--- src/rtl/tt_test_sequencer.sv ---
// tt_test_sequencer: clocked, restartable exhaustive tester for a 3-input
// combinational function. Steps vectors 0..7, waits a settle interval,
// compares z against TRUTH_TABLE and keeps a mismatch count plus the
// first failing vector.
module tt_test_sequencer #(
  parameter logic [7:0] TRUTH_TABLE   = 8'b00111001,
  parameter int         SETTLE_CYCLES = 2
) (
  input  logic       clock,
  input  logic       reset_n,
  input  logic       start,
  input  logic       abort,
  input  logic       z,
  output logic       x_0,
  output logic       x_1,
  output logic       x_2,
  output logic [3:0] takt,
  output logic       busy,
  output logic       done,
  output logic       pass,
  output logic       error,
  output logic [3:0] error_count,
  output logic [2:0] first_fail_vec,
  output logic       first_fail_valid
);

  // Last value of the settle counter before moving on to CHECK.
  localparam logic [3:0] SETTLE_LAST =
    (SETTLE_CYCLES > 0) ? 4'(SETTLE_CYCLES - 1) : 4'd0;

  typedef enum logic [2:0] {
    IDLE,
    APPLY,
    SETTLE,
    CHECK,
    DONE
  } state_t;

  state_t     state;
  logic [3:0] settle_cnt;
  logic [2:0] vec;
  logic       mismatch;

  assign vec      = {x_2, x_1, x_0};
  assign mismatch = (z != TRUTH_TABLE[vec]);

  // Sequencer: state, stimulus and all result registers are updated here so
  // every output is registered; abort overrides anything the state would do.
  always_ff @(posedge clock or negedge reset_n) begin
    if (!reset_n) begin
      state            <= IDLE;
      settle_cnt       <= 4'd0;
      {x_2, x_1, x_0}  <= 3'd0;
      takt             <= 4'd0;
      busy             <= 1'b0;
      done             <= 1'b0;
      pass             <= 1'b0;
      error            <= 1'b0;
      error_count      <= 4'd0;
      first_fail_vec   <= 3'd0;
      first_fail_valid <= 1'b0;
    end else begin
      error <= 1'b0;
      if (abort) begin
        state           <= IDLE;
        {x_2, x_1, x_0} <= 3'd0;
        takt            <= 4'd0;
        busy            <= 1'b0;
        done            <= 1'b0;
        pass            <= 1'b0;
      end else begin
        case (state)
          IDLE, DONE: begin
            if (start) begin
              state            <= APPLY;
              takt             <= 4'd0;
              error_count      <= 4'd0;
              first_fail_valid <= 1'b0;
              first_fail_vec   <= 3'd0;
              busy             <= 1'b1;
              done             <= 1'b0;
              pass             <= 1'b0;
            end
          end
          APPLY: begin
            {x_2, x_1, x_0} <= takt[2:0];
            settle_cnt      <= 4'd0;
            state           <= (SETTLE_CYCLES > 0) ? SETTLE : CHECK;
          end
          SETTLE: begin
            settle_cnt <= settle_cnt + 4'd1;
            if (settle_cnt == SETTLE_LAST) begin
              state <= CHECK;
            end
          end
          CHECK: begin
            if (mismatch) begin
              error       <= 1'b1;
              error_count <= error_count + 4'd1;
              if (!first_fail_valid) begin
                first_fail_vec   <= vec;
                first_fail_valid <= 1'b1;
              end
            end
            if (takt == 4'd7) begin
              state <= DONE;
              busy  <= 1'b0;
              done  <= 1'b1;
              pass  <= (error_count == 4'd0) && !mismatch;
            end else begin
              takt  <= takt + 4'd1;
              state <= APPLY;
            end
          end
          default: begin
            state <= IDLE;
          end
        endcase
      end
    end
  end

endmodule
--- config.mk ---
export PLATFORM = sky130hd
export DESIGN_NAME = tt_test_sequencer
export DESIGN_NICKNAME = d
export VERILOG_FILES = /design/src/rtl/tt_test_sequencer.sv
export SDC_FILE = /design/constraint.sdc
export NUM_CORES = 1
export LEC_CHECK = 0
export BUFFER_PORTS_ARGS = -buffer_cell sky130_fd_sc_hd__buf_2
export CORE_ASPECT_RATIO = 0.75
export CORE_MARGIN = 5
export CORE_UTILIZATION = 32
export DETAILED_ROUTE_END_ITERATION = 16
export SYNTH_ARGS = -nofsm -noshare
export SYNTH_HDL_FRONTEND = slang
export SYNTH_SLANG_ARGS = --single-unit
--- constraint.sdc ---
create_clock -name clock -period 3.9 [get_ports clock]
set_clock_uncertainty 0.1 [all_clocks]
set_input_delay 0.39 -clock clock [delete_from_list [all_inputs] [get_ports clock]]
set_output_delay 0.39 -clock clock [all_outputs]
set_load 0.03 [all_outputs]
[Word level (Yosys, flattened, before mapping)]
Memories as Yosys holds them, arrays and structs flattened.
Cells that the tools add are included.
Operators by class
  add/sub/neg operators: 3
  magnitude comparators: 1
  eq/ne operators: 14
  mux-type cells: 39
  bitwise gates (word level): 1
  reductions and logical operators: 15
Operator list (count)
  4-bit one-hot mux with 2 select lines: 3
  3-bit 2-to-1 mux: 7
  1-bit 2-to-1 mux: 19
  4-bit 2-to-1 mux: 4
  4-bit by 1-bit adder with 4-bit output, second input constant: 3
  3-bit != test, second input constant: 4
  3-bit one-hot mux with 4 select lines: 1
  1-bit one-hot mux with 2 select lines: 4
  3-bit by 2-bit equality test with 1-bit output, second input constant: 2
  2-bit != test, second input constant: 3
  3-bit one-hot mux with 2 select lines: 1
  3-bit AND reduction: 2
  2-bit nonzero test: 3
  5-bit AND reduction: 1
  4-bit by 1-bit equality test with 1-bit output, second input constant: 1
  4-bit by 3-bit equality test with 1-bit output, second input constant: 1
  4-bit zero test: 1
  3-bit by 4-bit less-than comparator with 1-bit output, second input constant: 1
  2-bit AND reduction: 2
  4-bit AND reduction: 1
  3-bit by 1-bit equality test with 1-bit output, second input constant: 1
  3-bit equality test, second input constant: 1
  3-bit zero test: 1
  3-bit nonzero test: 1
  other kinds (5): 5
Word-level totals
  register bits: 26
  bits in read-only memories: 8
  input port bits: 5
  output and inout port bits: 19
  logic and storage cells: 87
  memories: 1
Memory list
  (name not given): words 8, width 1, rd ports 1, clocked after memory_dff 0, wr ports 0, line 45  | assign mismatch = (z != TRUTH_TABLE[vec]);

[Depth between registers and ports, before layout]
Gate-level depths: netlist of run 1.
  depth in word-level cells: 8
  mapped depth: 6

[Worst setup path before layout of run 1]
Ideal clock, no wire load.
  path type: register to register
  start point: register takt[0]
  end point: register state[0]
  setup time: 0.104 ns
  arrival time: 1.536 ns
  data required time: 3.696 ns
  setup slack: 2.160 ns
  stages on the path, launching flop included: 5
  buffers on the path: 0
  cell sequence: dfrtp_1 -> ha_1 -> and3b_1 -> or3_1 -> a221oi_1
On the way
  word-level cells in the longest chain between the ends: 4
Ends and longest elaborated chain
  from (decl): line 17  | output logic [3:0] takt,
  from (signal assigned): line 111  | takt <= takt + 4'd1;
  4-bit by 3-bit equality test with 1-bit output: line 105  | if (takt == 4'd7) begin
  3-bit 2-to-1 mux: line 105
  3-bit one-hot mux with 4 select lines: line 72  | case (state)
  3-bit 2-to-1 mux: line 64  | if (abort) begin
  to (signal assigned): line 88  | state <= (SETTLE_CYCLES > 0) ? SETTLE : CHECK;
  to (decl): line 39  | state_t state;
Every way passes these cells.
A chain may end at the register's enable or synchronous reset.

[Worst setup path in the final report of run 1]
  start point: register state[1]
  end point: register error_count[0]
On the way
  word-level cells in the longest chain between the ends: 4
Ends and longest elaborated chain
  3-bit equality test or 3-bit zero test (tied branches): line 72
  2-bit OR reduction: line 72
  2-bit != test (no source line) or 2-bit nonzero test (tied branches)
  4-bit AND reduction (no source line)
  to (signal assigned): line 99  | error_count <= error_count + 4'd1;
  to (decl): line 22  | output logic [3:0] error_count,
Parallel ways exist; a longest one is shown, timed or not.

==> out/results.tsv, run 1 <==
stage	metric	value	unit
placed_design	dpl_cell_area	0.00150	mm^2
global_routing	grt_overflow_total	0	
final_layout	finalInstanceArea	0.00155	mm^2
detailed_routing	final_antenna_net_count	0	
final_layout	final_common_cell	dfrtp_1	
run_status	status	finished clean	
placed_design	io_buffers	23	
floorplanning	rows	20	
detailed_routing	vias	1067	
placed_design	place.gp.congestion	0.779	
floorplanning	initial_core_util	33.0	%
clock_network	cts_resized	0	
yosys	syn_nets	146	
clock_network	clock-sinks	26	
yosys	ys_types	39	
detailed_routing	dr.pass1.iters	4	
floorplanning	die_area	0.00558	mm^2
critical_path	reg2reg_from	state[1]	
floorplanning	ios	24	
yosys	ys_seq_area_share	48.7	%
critical_path	crit_start	state[1]	
sta	setup_violations	0	
detailed_routing	via_per_inst	5.03	
critical_path	worst-r2r-setup-slack	1450	ps
floorplanning	die-width	84.6	um
sta	max_freq	0.409	GHz
final_layout	mostFrequentLayoutCells	26 x dfrtp_1, 23 x buf_2, 14 x nand2_1	
critical_path	r2r_cells	4	
yosys	syn-mean-instance-area	9.83	um^2
clock_network	htreeDepth	1	
power	p_leak	0.792	nW
floorplanning	dieHeight	66.0	um
power	powerDensity	415	mW/mm^2
yosys	synth_edf_count	0	
final_layout	seq_area	651	um^2
yosys	synth_seq_cells	26	
yosys	ys.warnings.count	0	
final_layout	final_util	38.2	%
detailed_routing	drc	0	
critical_path	crit_arrival	2500	ps
sta	timing.setup.tns	0	ps
final_layout	multi_input_area	631	um^2
clock_network	ctsHoldBuffers	0	
sta	hold_viol	0	
yosys	synthArstFlopShare	100	%
sta	relSlewSlack	17.1	%
final_layout	nNetsFinal	168	
sta	slew_violations	0	
critical_path	path_max_fanout	15	
critical_path	r2r_end	error_count[0]	
yosys	syn_area	0.00134	mm^2
global_routing	grt_use_total	10.9	%
clock_network	cts_setup_buffers	0	
detailed_routing	wl_per_cell	13.3	um
power	finalPower	643	uW
power	vdd_drop_max	0.135	mV
yosys	synth_ff_type	dfrtp_1	
detailed_routing	drt-total-wl	2830	um
sta	holdWs	7.76	ps
flow_run	cap_violations	0	
clock_network	clk_path_buf_depth	2	
critical_path	worstSetupEndpointType	register	
final_layout	fillers	426	
clock_network	clk_pin_slew	90	ps
global_routing	grt_first_pass_wirelength	4930	um
critical_path	crit_type	reg -> reg	
global_routing	grt_max_degree	27	
clock_network	cts-root-buf	clkbuf_8	
detailed_routing	drtIter0Drc	35	
critical_path	cp-endpoint	error_count[0]	
clock_network	clk_latency	270	ps
floorplanning	core_area	0.00405	mm^2
final_layout	syn2layout_area_growth	16.0	%
sta	period_needed	2450	ps
clock_network	cts_buffers	3	
sta	rsz0062_at_grt	false	
global_routing	grt_pass1_vias	1026	
yosys	synth_cells	136	
placed_design	dp_hpwl	2140	um
final_layout	drive_above_1_share	19.7	%
critical_path	required	3950	ps
sta	tightest_slew	1230	ps
sta	period_share	62.8	%
clock_network	cts_tree	built	
global_routing	antenna_found_initial	0	
critical_path	crit_path_start_kind	register	
final_layout	antenna_cells	0	
worst_hold_path	hold_class	in -> async	
## sequential cells by signal (all words and copies together) (netlist names)
register,count
takt,4
pass,1
first_fail_vec,3
busy,1
error,1
done,1
x_0,1
x_1,1
first_fail_valid,1
state,3
x_2,1
error_count,4
settle_cnt,4
## layer usage
layer,up-vias,track usage (%),part of all wire [%]
li1,520,-,-
met1,522,15.3,49
met2,23,17.0,45
met3,2,2.37,5.2
met4,0,2.77,0.88
met5,-,0,0
## synth_stat cells (all sizes together) (3+ instances only)
library cell,instances,area [um^2]
a21oi,8,40.0
inv,8,30.0
a22o,3,26.3
buf,3,13.8
nor2,10,37.5
nor3b,3,27.5
dfrtp,26,651
mux2i,6,60.1
nand2,14,52.6
ha,5,62.6
nand3,7,35.0
clkbuf,3,11.3
o21ai,11,55.1
## stage by stage
stage / setup slack (ps) / std cells
2_1_floorplan: 2160 / 136
3_3_place_gp: 1620 / 208
5_1_grt: 1170 / 212
6_report: 1450 / 212
3_5_place_dp: 1560 / 208
4_1_cts: 1540 / 212
## worst min path at each step
stage	slack [ps]	startpoint	end	cells after the start
floorplan	-6	reset_n	busy	0
global placement	310	reset_n	error_count[2]	1
detailed placement	320	reset_n	error_count[2]	1
CTS	30	reset_n	error_count[2]	1
global route	60	reset_n	error_count[2]	1
finish	8	reset_n	error_count[1]	1
## layout make-up
class | instances | area share [%]
inverters | 8 | 1.94
well taps | 55 | 4.44
clock buffers | 4 | 3.55
multi-input cells | 96 | 40.7
repair buffers | 23 | 7.43
flip-flops and latches | 26 | 42.0
## power by group
group	internal, mW	switching, mW	leakage, nW	total, mW
sequential	0.296	0.0463	0.354	0.342
clock	0.0902	0.0804	0.0288	0.171
combinational	0.0593	0.0714	0.409	0.131
total	0.445	0.198	0.792	0.643
## worst max-delay path, cell delays in order (launching register included)
cell and delay (ps):
dfrtp_1 620, nor4bb_1 1090, nand2_1 260, inv_1 170
o21ai_0 100
## logic make-up after synthesis
| group | synth area share [%] |
|---|---|
| muxes | 5.34 |
| xor gates and xnor gates | 2.62 |
| buffers and inverters | 4.12 |
| and+or+nand+nor | 20.5 |
| AOI/OAI and AO/OA | 14.0 |
| adders and majority gates | 4.68 |
| DFF | 48.7 |
No activity file was read; power rests on OpenSTA's default activity.
==> inputs of run 2 (changes only) <==
Settings changed: ABC_AREA set to 1.
Clock period 3.9 ns to 2 ns, I/O delays scaled along.
==> run 2 against run 1 <==
Net effect: global-route usage increased by 0.32 points; critical path depth increased by 3; core utilization increased by 1.0 points; first-iteration DRC count increased by 23%; total power increased by 100%; clock power increased to 2.5 times the previous value; sequential cell count unchanged; critical endpoint is now takt[2].
==> out/results.tsv, run 2 <==
stage	metric	value	unit	change
run_status	status	finished clean		
critical_path	required	2100	ps	-1850 ps
final_layout	seq_area	651	um^2	unchanged
sta	slew_violations	0		unchanged
clock_network	clk_path_buf_depth	2		unchanged
yosys	syn_area	0.00132	mm^2	-0.94%
sta	setup_violations	0		unchanged
floorplanning	core_area	0.00403	mm^2	-0.62%
clock_network	cts_resized	0		unchanged
detailed_routing	via_per_inst	4.64		-7.9%
clock_network	ctsHoldBuffers	1		+1
flow_run	cap_violations	0		unchanged
global_routing	grt_use_met2	17.1	%	+0.13 points
global_routing	use_met3	3.01	%	+0.64 points
global_routing	antenna_found_initial	0		unchanged
final_layout	mostFrequentLayoutCells	50 x nand2_1, 26 x dfrtp_1, 23 x buf_2		
critical_path	crit_arrival	1650	ps	-850 ps
detailed_routing	vias	1136		+6.5%
sta	relSlewSlack	61.4	%	+44 points
floorplanning	ios	24		unchanged
placed_design	dp_hpwl	2210	um	+3.0%
sta	period_share	77.1	%	+14 points
sta	timing.setup.tns	0	ps	unchanged
clock_network	cts_setup_buffers	0		unchanged
worst_hold_path	hold_class	in -> reg		
final_layout	nNetsFinal	201		+20%
sta	rsz0062_at_grt	false		
placed_design	place.gp.congestion	0.825		+5.9%
final_layout	syn2layout_area_growth	19.5	%	
yosys	synth_top_area_share	49.1	%	+0.46 points
clock_network	clock-sinks	26		unchanged
sta	holdWs	180	ps	+172 ps
global_routing	grt_overflow_total	0		unchanged
clock_network	cts_tree	built		
sta	hold_viol	0		unchanged
floorplanning	initial_core_util	32.9	%	-0.11 points
global_routing	grt-busiest-layer	met2		
sta	max_freq	0.649	GHz	+59%
floorplanning	dieHeight	65.7	um	-0.40%
yosys	synth_seq_cells	26		unchanged
detailed_routing	final_antenna_net_count	0		unchanged
yosys	yosys.area.top_type	dfrtp_1		
global_routing	grt_use_total	11.2	%	+0.32 points
clock_network	clk_pin_slew	80	ps	about the same
detailed_routing	drtIter0Drc	43		+23%
power	vdd_drop_max	0.324	mV	+140%
clock_network	cts-root-buf	clkbuf_8		
clock_network	clk_latency	270	ps	about the same
yosys	ys.warnings.count	0		unchanged
yosys	synth_ff_type	dfrtp_1		
yosys	ys_types	22		-44%
final_layout	largestRegisters	error_count (4), settle_cnt (4), takt (4)		
critical_path	path_max_fanout	7		-8
yosys	yosysMostFrequentCell	nand2_1		
yosys	synth_cells	163		+20%
floorplanning	rows	20		unchanged
yosys	synthArstFlopShare	100	%	unchanged
detailed_routing	drt-total-wl	2840	um	+0.25%
yosys	ys_seq_area_share	49.1	%	+0.46 points
critical_path	worstSetupEndpointType	register		
sta	tightest_slew	578	ps	-648 ps
final_layout	fillers	422		-0.94%
final_layout	final_common_cell	nand2_1		
detailed_routing	dr.pass1.iters	4		unchanged
clock_network	cts_buffers	3		unchanged
placed_design	io_buffers	23		unchanged
detailed_routing	drc	0		unchanged
global_routing	grt_first_pass_wirelength	4840	um	-1.8%
final_layout	drive_above_1_share	18.9	%	-0.80 points
final_layout	multi_input_area	583	um^2	-7.5%
critical_path	crit_type	reg -> reg		
clock_network	htreeDepth	1		unchanged
sta	period_needed	1540	ps	-906 ps
yosys	synth_edf_count	0		unchanged
yosys	syn-mean-instance-area	8.12	um^2	-17%
final_layout	antenna_cells	0		unchanged
global_routing	grt_max_degree	27		unchanged
critical_path	crit_path_start_kind	register		
yosys	synth_commonest_cells	50 x nand2_1, 26 x dfrtp_1, 19 x inv_1, 14 x nand3_1, 9 x nor2_1		
global_routing	grt_pass1_vias	1078		+5.1%
power	powerDensity	822	mW/mm^2	+98%
yosys	syn_nets	173		+18%
floorplanning	die-width	84.3	um	-0.41%
power	p_leak	0.868	nW	+9.5%
global_routing	grt.met1_usage	14.8	%	-0.47 points
floorplanning	die_area	0.00554	mm^2	-0.81%
yosys	yosys-top-cells-area	dfrtp_1 49%, nand2_1 14%, inv_1 5.4%		
detailed_routing	wl_per_cell	11.6	um	-13%
run 2: changes by cell type in the layout (fill, tap and decap cells not counted), moves of 3 or more:
cell	previous run	this run
nand2_1	14	50
inv_1	8	19
nand4_1	0	8
nand3_1	7	14
mux2i_1	6	0
a21oi_1	8	3
o21ai_0	10	6
a22o_1	3	0
inv_2	0	3
o21ai_1	1	4
run 2: critical path, cell delays in order (launching register included):
cell,delay (ps)
dfrtp_1,480
ha_1,200
nand2_1,90
nor2_1,160
nand2_1,110
nand2_1,150
inv_1,70
o21ai_1,110
run 2: cells by family (layout without fill, tap and decap cells):
| family | Yosys count | count (layout) | share of synthesized area [%] |
|---|---|---|---|
| buffers and inverters | 23 | 50 | 6.81 |
| AO/OA/AOI/OAI | 18 | 18 | 8.13 |
| adder cells (fa/ha/maj) | 5 | 5 | 4.73 |
| flip-flops | 26 | 26 | 49.1 |
| XOR/XNOR | 2 | 2 | 1.32 |
| AND/OR/NAND/NOR | 89 | 89 | 29.9 |
run 2: stage by stage:
stage | area [um^2] | util, % | std cells | setup WS (ps) | power, mW
after floorplan | 1320 | - | 163 | 444 | 0.809
after global placement | 1500 | 37.2 | 240 | 484 | 0.882
after detailed placement | 1500 | 37.2 | 240 | 498 | 0.881
after CTS | 1580 | 39.3 | 245 | 485 | 1.32
after global routing | 1580 | 39.3 | 245 | 331 | 1.39
final | 1580 | 39.3 | 245 | 458 | 1.30
run 2: per-layer routing:
metal / share of wire [%] / vias up / wire [um]
met5: 0 / - / 0
met4: 1.3 / 0 / 36
met3: 4.4 / 2 / 124
met2: 44 / 17 / 1240
met1: 51 / 525 / 1440
li1: - / 592 / -
run 2: final timing paths:
kind                                    from  cells past startpoint                 to  slack (ps)
setup / recovery                     takt[0]                      7            takt[2]         460
hold / removal                         abort                      2            takt[0]         180
setup reg to reg                     takt[0]                      7            takt[2]         460
hold reg to reg            first_fail_vec[0]                      2  first_fail_vec[0]         370
max in group asynchronous            reset_n                      2               done        1060
min in group asynchronous            reset_n                      2      settle_cnt[1]         350
run 2: final cells by class:
cell class	instances	area share, %
clock inverters	1	1.90
multi-input cells	114	36.9
flip-flops and latches	26	41.1
well taps	55	4.35
clock buffers	3	2.61
inverters	22	5.22
repair buffers	24	7.91
run 2: report_power, final:
group          switching, mW  internal, mW  leakage [nW]
registers             0.0570         0.570         0.357
clock network          0.161         0.268        0.0357
logic                  0.162        0.0819         0.475
total                  0.380         0.920         0.868
==> inputs of run 3 (changes only) <==
Clock period 2 ns to 1.5 ns, I/O delays scaled along.
==> run 3 against run 2 <==
Net effect: non-clock buffer count increased by 9; die area unchanged; combinational power increased by 53%; global-route usage increased by 0.74 points; core utilization increased by 3.0 points; sequential power increased by 34%; via count about the same; critical path depth decreased by 1; sequential share of layout area decreased by 2.6 points; largest cell class unchanged.
==> out/results.tsv, run 3 (synthesis gave the netlist of run 2 again) <==
stage	metric	value	unit	change
detailed_routing	final_antenna_net_count	0		unchanged
critical_path	crit_arrival	1530	ps	-120 ps
worst_hold_path	min-delay-start	abort		
final_layout	multi_input_area	629	um^2	+7.9%
final_layout	final_common_cell	nand2_1		
global_routing	grt_overflow_total	0		unchanged
critical_path	worst-r2r-setup-slack	50	ps	-410 ps
clock_network	cts_buffers	3		unchanged
critical_path	crit_path_start_kind	register		
sta	rsz0062_at_grt	true		
critical_path	crit_type	reg -> reg		
final_layout	syn2layout_area_growth	28.4	%	
sta	setup_violations	0		unchanged
sta	max_freq	0.689	GHz	+6.2%
global_routing	grt_use_total	11.9	%	+0.74 points
final_layout	antenna_cells	0		unchanged
floorplanning	initial_core_util	32.9	%	unchanged
final_layout	drive_above_1_share	28.6	%	+9.7 points
critical_path	worstSetupEndpointType	register		
floorplanning	core_area	0.00403	mm^2	unchanged
critical_path	reg2reg_from	state[0]		
critical_path	r2r_end	first_fail_vec[1]		
sta	timing.setup.tns	0	ps	unchanged
floorplanning	die_area	0.00554	mm^2	unchanged
critical_path	required	1580	ps	-520 ps
sta	relSlewSlack	61.0	%	-0.43 points
sta	slew_violations	0		unchanged
sta	period_needed	1450	ps	-89.6 ps
power	finalPower	1.81	mW	+39%
clock_network	clock-sinks	26		unchanged
power	powerDensity	1060	mW/mm^2	+29%
sta	tightest_slew	585	ps	+6.49 ps
global_routing	grt_pass1_vias	1082		+0.37%
placed_design	dp_hpwl	2320	um	+4.9%
floorplanning	die-width	84.3	um	unchanged
detailed_routing	wl_per_cell	12.3	um	+5.8%
floorplanning	ios	24		unchanged
clock_network	clk_path_buf_depth	2		unchanged
critical_path	path_max_fanout	5		-2
worst_hold_path	holdPathEnd	takt[0]		
final_layout	fin_cells	254		+3.7%
placed_design	io_buffers	23		unchanged
final_layout	seq_area	656	um^2	+0.77%
final_layout	largestRegisters	error_count (4), settle_cnt (4), takt (4)		
critical_path	r2r_cells	6		-1
clock_network	clk_latency	280	ps	about the same
flow_run	cap_violations	0		unchanged
run_status	status	finished clean		
clock_network	cts_tree	built		
clock_network	htreeDepth	1		unchanged
clock_network	cts-root-buf	clkbuf_8		
detailed_routing	drt-total-wl	3110	um	+9.7%
placed_design	place.gp.congestion	0.788		-4.5%
floorplanning	rows	20		unchanged
clock_network	clk_pin_slew	100	ps	+20 ps
sta	hold_viol	0		unchanged
final_layout	mostFrequentLayoutCells	47 x nand2_1, 23 x buf_2, 22 x dfrtp_1		
detailed_routing	drtIter0Drc	66		+53%
final_layout	fillers	406		-3.8%
sta	holdWs	149	ps	-31.3 ps
detailed_routing	dr.pass1.iters	4		unchanged
detailed_routing	drc	0		unchanged
sta	period_share	96.8	%	+20 points
placed_design	placedCellCount	247		+2.9%
global_routing	grt_max_degree	27		unchanged
final_layout	nNetsFinal	210		+4.5%
detailed_routing	vias	1135		-0.088%
power	vdd_drop_max	0.392	mV	+21%
global_routing	antenna_found_initial	0		unchanged
detailed_routing	via_per_inst	4.47		-3.6%
power	p_leak	0.916	nW	+5.6%
worst_hold_path	holdPathStages	2		unchanged
floorplanning	dieHeight	65.7	um	unchanged
global_routing	grt_first_pass_wirelength	5150	um	+6.4%
worst_hold_path	hold_class	in -> reg		
## run 3: changes by cell type in the layout (fill, tap and decap cells not counted), moves of 2 or more
cell / previous run / this run
dfrtp_2: 0 / 4
buf_4: 0 / 9
dfrtp_1: 26 / 22
nand2_1: 50 / 47
nor2_4: 0 / 2
nor2_1: 9 / 6
nand2_2: 1 / 3
## run 3: how the worst max path moves through the flow
stage / start / to / slack [ps] / cells past startpoint
4_1_cts: state[0] / error_count[2] / 20 / 6
5_1_grt: state[0] / first_fail_vec[0] / -50 / 7
3_5_place_dp: state[2] / takt[1] / -10 / 7
2_1_floorplan: takt[0] / pass / 70 / 8
3_3_place_gp: state[2] / takt[1] / 40 / 7
6_report: state[0] / first_fail_vec[1] / 50 / 6
## run 3: layout make-up
class	instances	area share, %
sequential	26	38.6
multi-input combinational	114	37.0
timing repair buffer	33	11.3
inverter	22	4.86
tap	55	4.05
clock buffer	3	2.43
clock inverter	1	1.77
## run 3: critical path, stage by stage, from the launching register on
cell and delay [ps]:
dfrtp_2 470, nand2_1 90, nor2_2 210, buf_4 160, nand2_1 130, nand4_1 150
nand2_1 60
## run 3: what timing repair did
action | CTS | global route
setup buffers | 0 | 2
gates cloned | 0 | 0
pin swaps | 0 | 3
hold buffers | 1 | 0
setup endpoints to repair | 2 | 13
hold endpoints to repair | 26 | 0
resized for setup | 3 | 11
## run 3: per-layer routing
layer	share of wire [%]	vias up	global-route usage (%)
met2	42	16	18.3
met5	0	-	0
met4	0.26	0	3.82
li1	-	606	-
met3	3.1	3	2.76
met1	54	510	16.6
## run 3: where the power goes
group | switching [mW] | total [mW] | leakage, nW | internal (mW)
Sequential | 0.0792 | 0.842 | 0.351 | 0.763
Combinational | 0.237 | 0.373 | 0.530 | 0.136
Clock | 0.236 | 0.593 | 0.0357 | 0.357
Total | 0.552 | 1.81 | 0.916 | 1.26
## run 3: metrics by stage
stage	worst slack [ps]	area (um^2)	util (%)
after global routing	-45.6	1700	42.2
after floorplan	65.3	1330	-
final	48.0	1700	42.2
after detailed placement	-14.6	1560	38.6
after global placement	39.2	1560	38.6
after CTS	16.4	1650	40.9
